--- src/rtl/xge_pkt_rx_sink_pkg.sv ---
// Shared types and helpers for the xge_mac receive-side frame reader.
// Holds the reader state encoding and the EOP byte-count decode.
package xge_pkt_rx_sink_pkg;

    typedef enum logic [1:0] {
        IDLE = 2'd0,
        READ = 2'd1,
        DONE = 2'd2
    } rx_state_e;

    localparam int unsigned XGE_WORD_BYTES = 8;

    // The MAC encodes a full 8-byte EOP word as mod==0.
    function automatic logic [3:0] mod_to_bytes(input logic [2:0] mod);
        return (mod == 3'd0) ? 4'(XGE_WORD_BYTES) : {1'b0, mod};
    endfunction

endpackage

--- src/rtl/xge_stat_counter.sv ---
// Wrapping statistics counter: adds a value every cycle, synchronous clear wins.
module xge_stat_counter #(
    parameter int unsigned W = 32
) (
    input  logic         clk_i,
    input  logic         rst_ni,
    input  logic         clr_i,
    input  logic [W-1:0] add_i,
    output logic [W-1:0] count_o
);

    logic [W-1:0] count_q;
    logic [W-1:0] count_d;

    always_comb begin
        count_d = clr_i ? '0 : count_q + add_i;
    end

    always_ff @(posedge clk_i or negedge rst_ni) begin
        if (!rst_ni) begin
            count_q <= '0;
        end else begin
            count_q <= count_d;
        end
    end

    assign count_o = count_q;

endmodule

--- src/rtl/xge_pkt_rx_sink.sv ---
// Consumer end of the xge_mac pkt_rx interface: reads frames, measures their
// byte length, flags errored frames and counts frames, bytes and framing faults.
module xge_pkt_rx_sink
    import xge_pkt_rx_sink_pkg::*;
#(
    parameter int unsigned CNT_W = 32,
    parameter int unsigned LEN_W = 16
) (
    input  logic             clk_156m25,
    input  logic             reset_156m25_n,
    input  logic             pkt_rx_avail,
    input  logic [63:0]      pkt_rx_data,
    input  logic             pkt_rx_val,
    input  logic             pkt_rx_sop,
    input  logic             pkt_rx_eop,
    input  logic [2:0]       pkt_rx_mod,
    input  logic             pkt_rx_err,
    output logic             pkt_rx_ren,
    input  logic             stall,
    input  logic             clear_stats,
    output logic             frame_done,
    output logic [LEN_W-1:0] frame_len,
    output logic             frame_bad,
    output logic             busy,
    output logic [CNT_W-1:0] frames_ok,
    output logic [CNT_W-1:0] frames_err,
    output logic [CNT_W-1:0] framing_err,
    output logic [CNT_W-1:0] bytes_total
);

    // Handshake: pkt_rx_ren sampled high by the MAC at edge N obliges it to
    // present one word with pkt_rx_val=1 for edge N+1; every word with
    // pkt_rx_val=1 is accepted unconditionally, whatever the reader state.

    rx_state_e        state_q;
    logic             ren_q;
    logic             done_q;
    logic             open_q, open_d;
    logic [LEN_W-1:0] len_q, len_d;
    logic [LEN_W-1:0] frame_len_q;
    logic             frame_bad_q;

    logic [3:0]       word_bytes;
    logic [LEN_W:0]   sum;
    logic [LEN_W-1:0] done_len;
    logic             complete;
    logic             fr_err;
    logic             unused_data;

    assign unused_data = ^pkt_rx_data;

    always_comb begin
        word_bytes = pkt_rx_eop ? mod_to_bytes(pkt_rx_mod) : 4'(XGE_WORD_BYTES);
        sum        = {1'b0, len_q} + (LEN_W + 1)'(word_bytes);
        open_d     = open_q;
        len_d      = len_q;
        done_len   = len_q;
        complete   = 1'b0;
        fr_err     = 1'b0;
        if (pkt_rx_val) begin
            if (pkt_rx_sop) begin
                // A new SOP always restarts; an open frame is abandoned.
                fr_err   = open_q;
                done_len = LEN_W'(word_bytes);
                len_d    = done_len;
                complete = pkt_rx_eop;
                open_d   = !pkt_rx_eop;
            end else if (open_q) begin
                done_len = sum[LEN_W] ? '1 : sum[LEN_W-1:0];
                len_d    = done_len;
                complete = pkt_rx_eop;
                open_d   = !pkt_rx_eop;
            end else begin
                fr_err = 1'b1;
            end
        end
    end

    always_ff @(posedge clk_156m25 or negedge reset_156m25_n) begin
        if (!reset_156m25_n) begin
            state_q <= IDLE;
            ren_q   <= 1'b0;
            done_q  <= 1'b0;
        end else begin
            done_q <= complete;
            case (state_q)
                IDLE: begin
                    if (pkt_rx_avail && !stall) begin
                        state_q <= READ;
                        ren_q   <= 1'b1;
                    end else begin
                        ren_q <= 1'b0;
                    end
                end
                READ: begin
                    ren_q <= !stall;
                end
                DONE: begin
                    state_q <= IDLE;
                    ren_q   <= 1'b0;
                end
                default: begin
                    state_q <= IDLE;
                    ren_q   <= 1'b0;
                end
            endcase
            // A completing word may also arrive in IDLE/DONE due to read latency.
            if (complete) begin
                state_q <= DONE;
                ren_q   <= 1'b0;
            end
        end
    end

    always_ff @(posedge clk_156m25 or negedge reset_156m25_n) begin
        if (!reset_156m25_n) begin
            open_q      <= 1'b0;
            len_q       <= '0;
            frame_len_q <= '0;
            frame_bad_q <= 1'b0;
        end else begin
            open_q <= open_d;
            len_q  <= len_d;
            if (complete) begin
                frame_len_q <= done_len;
                frame_bad_q <= pkt_rx_err;
            end
        end
    end

    xge_stat_counter #(.W(CNT_W)) u_frames_ok (
        .clk_i   (clk_156m25),
        .rst_ni  (reset_156m25_n),
        .clr_i   (clear_stats),
        .add_i   (CNT_W'(complete && !pkt_rx_err)),
        .count_o (frames_ok)
    );

    xge_stat_counter #(.W(CNT_W)) u_frames_err (
        .clk_i   (clk_156m25),
        .rst_ni  (reset_156m25_n),
        .clr_i   (clear_stats),
        .add_i   (CNT_W'(complete && pkt_rx_err)),
        .count_o (frames_err)
    );

    xge_stat_counter #(.W(CNT_W)) u_framing_err (
        .clk_i   (clk_156m25),
        .rst_ni  (reset_156m25_n),
        .clr_i   (clear_stats),
        .add_i   (CNT_W'(fr_err)),
        .count_o (framing_err)
    );

    xge_stat_counter #(.W(CNT_W)) u_bytes_total (
        .clk_i   (clk_156m25),
        .rst_ni  (reset_156m25_n),
        .clr_i   (clear_stats),
        .add_i   (complete ? CNT_W'(done_len) : '0),
        .count_o (bytes_total)
    );

    assign pkt_rx_ren = ren_q;
    assign frame_done = done_q;
    assign frame_len  = frame_len_q;
    assign frame_bad  = frame_bad_q;
    assign busy       = (state_q != IDLE);

endmodule
--- config.mk ---
export PLATFORM = sky130hd
export DESIGN_NAME = xge_pkt_rx_sink
export DESIGN_NICKNAME = d
export VERILOG_FILES = /design/src/rtl/xge_pkt_rx_sink_pkg.sv /design/src/rtl/xge_stat_counter.sv /design/src/rtl/xge_pkt_rx_sink.sv
export SDC_FILE = /design/constraint.sdc
export NUM_CORES = 1
export LEC_CHECK = 0
export CAP_MARGIN = 0
export CORE_MARGIN = 1.5
export CORE_UTILIZATION = 50
export CTS_CLUSTER_SIZE = 10
export DETAILED_ROUTE_END_ITERATION = 8
export PLACE_DENSITY = 0.79
export SLEW_MARGIN = 10
export SYNTH_ARGS = -nofsm -noshare
export SYNTH_HDL_FRONTEND = slang
export SYNTH_SLANG_ARGS = --single-unit
--- constraint.sdc ---
create_clock -name clk_156m25 -period 4.8 [get_ports clk_156m25]
set_clock_uncertainty 0.15 [all_clocks]
set_input_delay 0.96 -clock clk_156m25 [delete_from_list [all_inputs] [get_ports clk_156m25]]
set_output_delay 0.96 -clock clk_156m25 [all_outputs]
set_load 0.005 [all_outputs]
==> impl_metrics.toml, run 1 <==
[setup_path]
reg2reg_depth = 14
critPathBufInv = 3
crit_chain = "clkbuf_2, and2_4, ha_2, inv_1, fa_2, nor2b_4, o21ai_4, a211oi_4, buf_4, a21oi_1, a211oi_4, ha_1, a21oi_1, nor2_2, o41a_1, a21o_1, a31oi_1, mux2_2"
slowest_delay_ps = 440
end_kind = "flip-flop"
worstReg2RegStart = "len_q[9]"
path_max_fanout = 4
cp.arrival_ps = 4790
setup.worst_path.end = "u_bytes_total.count_o[13]"
path_delay_family = "compound AO/OA/AOI/OAI gates"
crit_start = "pkt_rx_eop"
start_kind = "primary input"
cp_slowest_cell = "o41a_1"
crit_type = "in -> reg"
path_depth = 18
required_ps = 4950
r2r_slack_ps = 590
r2r-end = "u_bytes_total.count_o[13]"

[clock_network]
clock_latency_ps = 420
cts_sinks = 166
clk_pin_slew_ps = 70
cts-root-buf = "clkbuf_16"
tritoncts = "built"
h-tree-depth = 4
clockBufferDepth = 2
numCtsBuffers = 17

[pwr]
seqPwrFrac = 0.459
power.leakage_nw = 5.49
ir_drop_v = 0.000253
switching_share = 0.249
powerDensity_nw_per_um2 = 255
p_clk_frac = 0.441
p_int_mw = 2.39
power_mw = 3.19
pwr-share-comb = 0.100
p_switching_mw = 0.792

[sta]
fin_ws_ps = 167
period_minus_slack_ps = 4630
timing.final.max_slew_violations = 0
tns_ps = 0
worstMarginPinSlew_ps = 1010
grt_setup_unrepaired = "false"
finalHoldViolCount = 0
fin_crit_sh = 0.965
finalSetupViolations = 0
fmax_mhz = 216
worst_hold_slack_ps = 308
relSlewSlack = 0.326

[logic_synthesis]
ys_seq_area_frac = 0.472
synth_ff_type = "dfrtp_1"
syn_nets = 1027
synth.most_common_cell = "dfrtp_1"
synth-edff-count = 0
synth_area_sq_um = 8810
synthTopCellsByCount = "166 x dfrtp_1, 149 x nor2_1, 55 x nand2_1"
synth_top_area_cell = "dfrtp_1"
synth_seq_cells = 166
async_flop_share = 1.00
yosys.area.top_type_share = 0.472
synth_area_leaders = "dfrtp_1 47%, nor2_1 6.4%, xor2_1 5.0%, xnor2_1 4.8%, ha_1 3.7%"
yosysWarnings = 0
synth_cells = 923
synth.avg_cell_area_sq_um = 9.54
yosysUniqueCellTypes = 66

[detailed_routing]
vias = 8083
firstDrtPassIters = 5
wire_per_inst_microns = 16.7
ant_nets = 0
via_per_inst = 5.64
drc = 0
wirelength_microns = 24000
first_iter_violations = 531

[die]
initial_core_util = 0.511
die_w_microns = 136
num_rows = 48
io_pins = 224
die_area_sq_um = 18400
die_h_microns = 136
core-area_sq_um = 17200

[finish]
nNetsFinal = 1299
stdcell_count = 1433
num_antenna_cells = 0
areaGrowthSynthToFinish_pct = 41.6
drive_gt1_frac = 0.192

[hold_path]
min-delay-start = "state_q[1]"
hold_path_class = "reg -> reg"

[placement]
post-place-ws_ps = -820
dp_cells = 1390
routabilityCongestion = 0.909
dp_hpwl_microns = 16100
portBuffers = 159

[grt]
grt_use_total = 0.261
grt_pass1_wl_microns = 38500
grt.overflow.total = 0
grt_max_degree = 107
grt_pass1_vias = 7845
antenna_found_initial = 0

[flow_run]
maxCapViolations = 0

[status]
status = "finished clean"
metal layers:
metal  part of all wire  GRT usage  vias up
li1                   -          -     3824
met1               0.42      0.342     3992
met2               0.51      0.450      234
met3              0.052     0.0400       33
met4              0.014     0.0735        0
met5                  0          0        -
registers in the layout, summed over array words and instances (netlist names):
register / cells
u_bytes_total.count_o: 32
u_frames_err.count_o: 32
u_frames_ok.count_o: 32
u_framing_err.count_o: 32
frame_len: 16
len_q: 16
state_q: 2
frame_bad: 1
frame_done: 1
open_q: 1
pkt_rx_ren: 1
cell families after synthesis:
family          count (synthesis)  synth area share
simple gates                  399             0.227
buf+inv                        58            0.0278
xor+xnor                       98            0.0975
mux                             6           0.00753
flops                         166             0.472
fa+ha+maj                      28            0.0415
compound gates                168             0.127
worst register-to-register path, delay by kind of cell (launching register included):
family / cells / cell delay, ps
AOI/OAI and AO/OA: 6 / 1290
adders and majority gates: 1 / 230
buffers and inverters: 2 / 300
DFF: 1 / 470
muxes: 1 / 350
and+or+nand+nor: 4 / 1300
repair_timing:
item                                    in CTS  in global routing
buffers inserted                             8                  3
pin swaps                                   26                 27
hold buffers                                 0                  0
gates resized for setup                     31                 50
endpoints found under the setup margin      20                 20
power groups by stage:
| stage | logic [mW] | clock network [mW] | registers (mW) |
|---|---|---|---|
| floorplan | 0.127 | 0 | 1.48 |
| global placement | 0.276 | 0 | 1.49 |
| detailed placement | 0.284 | 0 | 1.49 |
| CTS | 0.300 | 1.42 | 1.46 |
| global route | 0.348 | 1.48 | 1.47 |
| finish | 0.318 | 1.40 | 1.46 |
layout by cell type, fill, tap and decap left out, types with 6 or more instances in the layout:
cell type,count
a211oi_1,6
nand4_1,25
or4_1,7
a21o_1,25
nand2_1,53
xor2_1,50
inv_1,26
and4_1,10
nor2b_1,18
a31oi_1,9
or3_1,15
nand3_1,48
o21ai_0,21
and3_1,16
nor4_1,6
a21oi_1,41
nor2_1,146
a211oi_2,6
nor3_1,20
clkdlybuf4s50_1,153
ha_1,20
buf_4,121
clkbuf_16,17
dfrtp_1,166
xnor2_1,48
cell type report:
type / instances / area (sq um)
fillers: 1242 / 4770
multi-input cells: 699 / 4760
flip-flops and latches: 166 / 4150
repair buffers: 285 / 2570
clock buffers: 20 / 467
well taps: 225 / 282
clock inverters: 12 / 140
inverters: 26 / 97.6
worst min-delay path by stage:
stage | end | cells after the start | slack, ps
final | state_q[0] | 1 | 310
after floorplan | pkt_rx_ren | 1 | 280
after global routing | state_q[0] | 1 | 340
after detailed placement | pkt_rx_ren | 1 | 300
after global placement | state_q[0] | 1 | 300
after CTS | pkt_rx_ren | 1 | 310
metrics by stage:
stage | area (sq um) | util
3_5_place_dp | 11400 | 0.663
5_1_grt | 12500 | 0.723
4_1_cts | 12200 | 0.709
3_3_place_gp | 11400 | 0.663
6_report | 12500 | 0.723
2_1_floorplan | 8810 | -
No activity file was read; power rests on OpenSTA's default activity.
==> inputs of run 2 (changes only) <==
--- a/config.mk
+++ b/config.mk
@@ -10,7 +10,8 @@
 export CORE_UTILIZATION = 50
 export CTS_CLUSTER_SIZE = 10
 export DETAILED_ROUTE_END_ITERATION = 8
-export PLACE_DENSITY = 0.79
+export HOLD_SLACK_MARGIN = 0.08
+export PLACE_DENSITY = 0.82
 export SLEW_MARGIN = 10
 export SYNTH_ARGS = -nofsm -noshare
 export SYNTH_HDL_FRONTEND = slang
==> run 2 against run 1 <==
- critical path depth up 1
- maximum frequency fell by 1.3%
- non-clock buffer count is 8 higher
- core utilization is 0.073 points higher
- setup slack got worse by 62 ps
- via count rose by 1.5%
- combinational power about the same
- count of clock-buffer cells in the layout shrank 2
- sequential share of layout area hardly changed
- wire length increased by 0.83%
- power down 0.63%
==> impl_metrics.toml, run 2 (synthesis results as in run 1) <==
[grt]
grt_use_total = 0.261
grt_pass1_vias = 7839
grt.overflow.total = 0
grt_max_degree = 92
antenna_found_initial = 0
grt_pass1_wl_microns = 38200

[finish]
final_cell_mix = "166 x dfrtp_1, 153 x clkdlybuf4s50_1, 144 x nor2_1"
register_area_sq_um = 4150
final_common_cell = "dfrtp_1"
stdcell_count = 1441
num-fill-cells = 1218
areaGrowthSynthToFinish_pct = 41.7
drive_gt1_frac = 0.197
num_antenna_cells = 0
multi_input_area_sq_um = 4730
nNetsFinal = 1307

[pwr]
powerDensity_nw_per_um2 = 254
ir_drop_v = 0.000239
power.leakage_nw = 5.50

[sta]
fin_crit_sh = 0.978
timing.final.max_slew_violations = 0
fin_ws_ps = 105
relSlewSlack = 0.343
period_minus_slack_ps = 4700
fmax_mhz = 213
finalSetupViolations = 0
tns_ps = 0
finalHoldViolCount = 0
worstMarginPinSlew_ps = 986

[setup_path]
crit_type = "in -> reg"
required_ps = 4960
reg2reg_depth = 13
cp.arrival_ps = 4860
path_max_fanout = 5
r2r_slack_ps = 530
end_kind = "flip-flop"
start_kind = "primary input"

[status]
status = "finished clean"

[die]
num_rows = 48
die_h_microns = 136
core-area_sq_um = 17200
die_area_sq_um = 18400
die_w_microns = 136
io_pins = 224
initial_core_util = 0.511

[clock_network]
cts-root-buf = "clkbuf_16"
h-tree-depth = 4
clockBufferDepth = 2
clk_pin_slew_ps = 70
tritoncts = "built"
cts_sinks = 166
numCtsBuffers = 17
clock_latency_ps = 430
hold_buffers = 0

[detailed_routing]
wirelength_microns = 24200
vias = 8206
wl_met1_microns = 10200
firstDrtPassIters = 5
met2_length_microns = 12000
drc = 0
ant_nets = 0
met3_length_microns = 1230
via_per_inst = 5.69
first_iter_violations = 504
top_layer_used = "met4"
wire_per_inst_microns = 16.8

[placement]
dp_hpwl_microns = 16500
routabilityCongestion = 0.872
post-place-ws_ps = -805
dp_cells = 1390
portBuffers = 159

[flow_run]
maxCapViolations = 0

[hold_path]
hold_path_class = "reg -> reg"
worstHoldPathCells = 1
[run 2: cell count changes in the layout (fill, tap and decap cells not counted), sizes merged]
cell	previous run	this run
clkbuf	22	20
clkinv	3	5
inv	30	31
buf	128	136
clkinvlp	3	2
[run 2: area by class of cell]
type	instances	share of cell area
clock buffer	18	0.0344
clock inverter	14	0.0135
inverter	26	0.00782
multi-input combinational	699	0.379
sequential	166	0.333
tap	225	0.0226
timing repair buffer	293	0.210
[run 2: per-layer routing]
metal / vias to the layer above / GRT usage
met2: 299 / 0.440
met3: 52 / 0.0389
met1: 4025 / 0.332
li1: 3830 / -
met4: 0 / 0.121
met5: - / 0
[run 2: final timing paths]
kind | startpoint | endpoint
setup reg to reg | len_q[9] | u_bytes_total.count_o[13]
max in group asynchronous | reset_156m25_n | len_q[14]
hold reg to reg | state_q[1] | state_q[0]
hold / removal | state_q[1] | state_q[0]
setup / recovery | pkt_rx_eop | u_bytes_total.count_o[13]
min in group asynchronous | reset_156m25_n | u_frames_ok.count_o[16]
[run 2: timing repair]
action	in CTS	in global routing
resized for setup	32	40
setup buffers	8	11
pin swaps	14	24
setup endpoints to repair	20	20
[run 2: through the flow]
stage                     hold WS, ps  power, mW   util  instance area, sq um
after floorplan                   276       1.61      -                  8810
after global placement            281       1.76  0.663                 11400
after detailed placement          301       1.77  0.663                 11400
after CTS                         310       3.17  0.709                 12200
after global routing              337       3.28  0.724                 12500
final                             311       3.17  0.724                 12500
[run 2: report_power, final]
| part | total [mW] | switching [mW] | internal [mW] |
|---|---|---|---|
| clock network | 1.39 | 0.606 | 0.782 |
| registers | 1.46 | 0.0278 | 1.43 |
| logic | 0.318 | 0.172 | 0.146 |
| total | 3.17 | 0.806 | 2.36 |
[run 2: worst max-delay path, stage by stage]
cell      delay (ps)
clkbuf_2         140
and2_4           160
ha_2             170
inv_1             60
fa_2             380
nor2b_2          160
o21ai_2          100
a211oi_2         330
buf_4            170
a21oi_1           80
a211oi_2         240
ha_1             320
buf_4            150
a21oi_2          140
nor2_2            60
o41a_1           440
a21o_1           230
a31oi_2          220
mux2_2           350
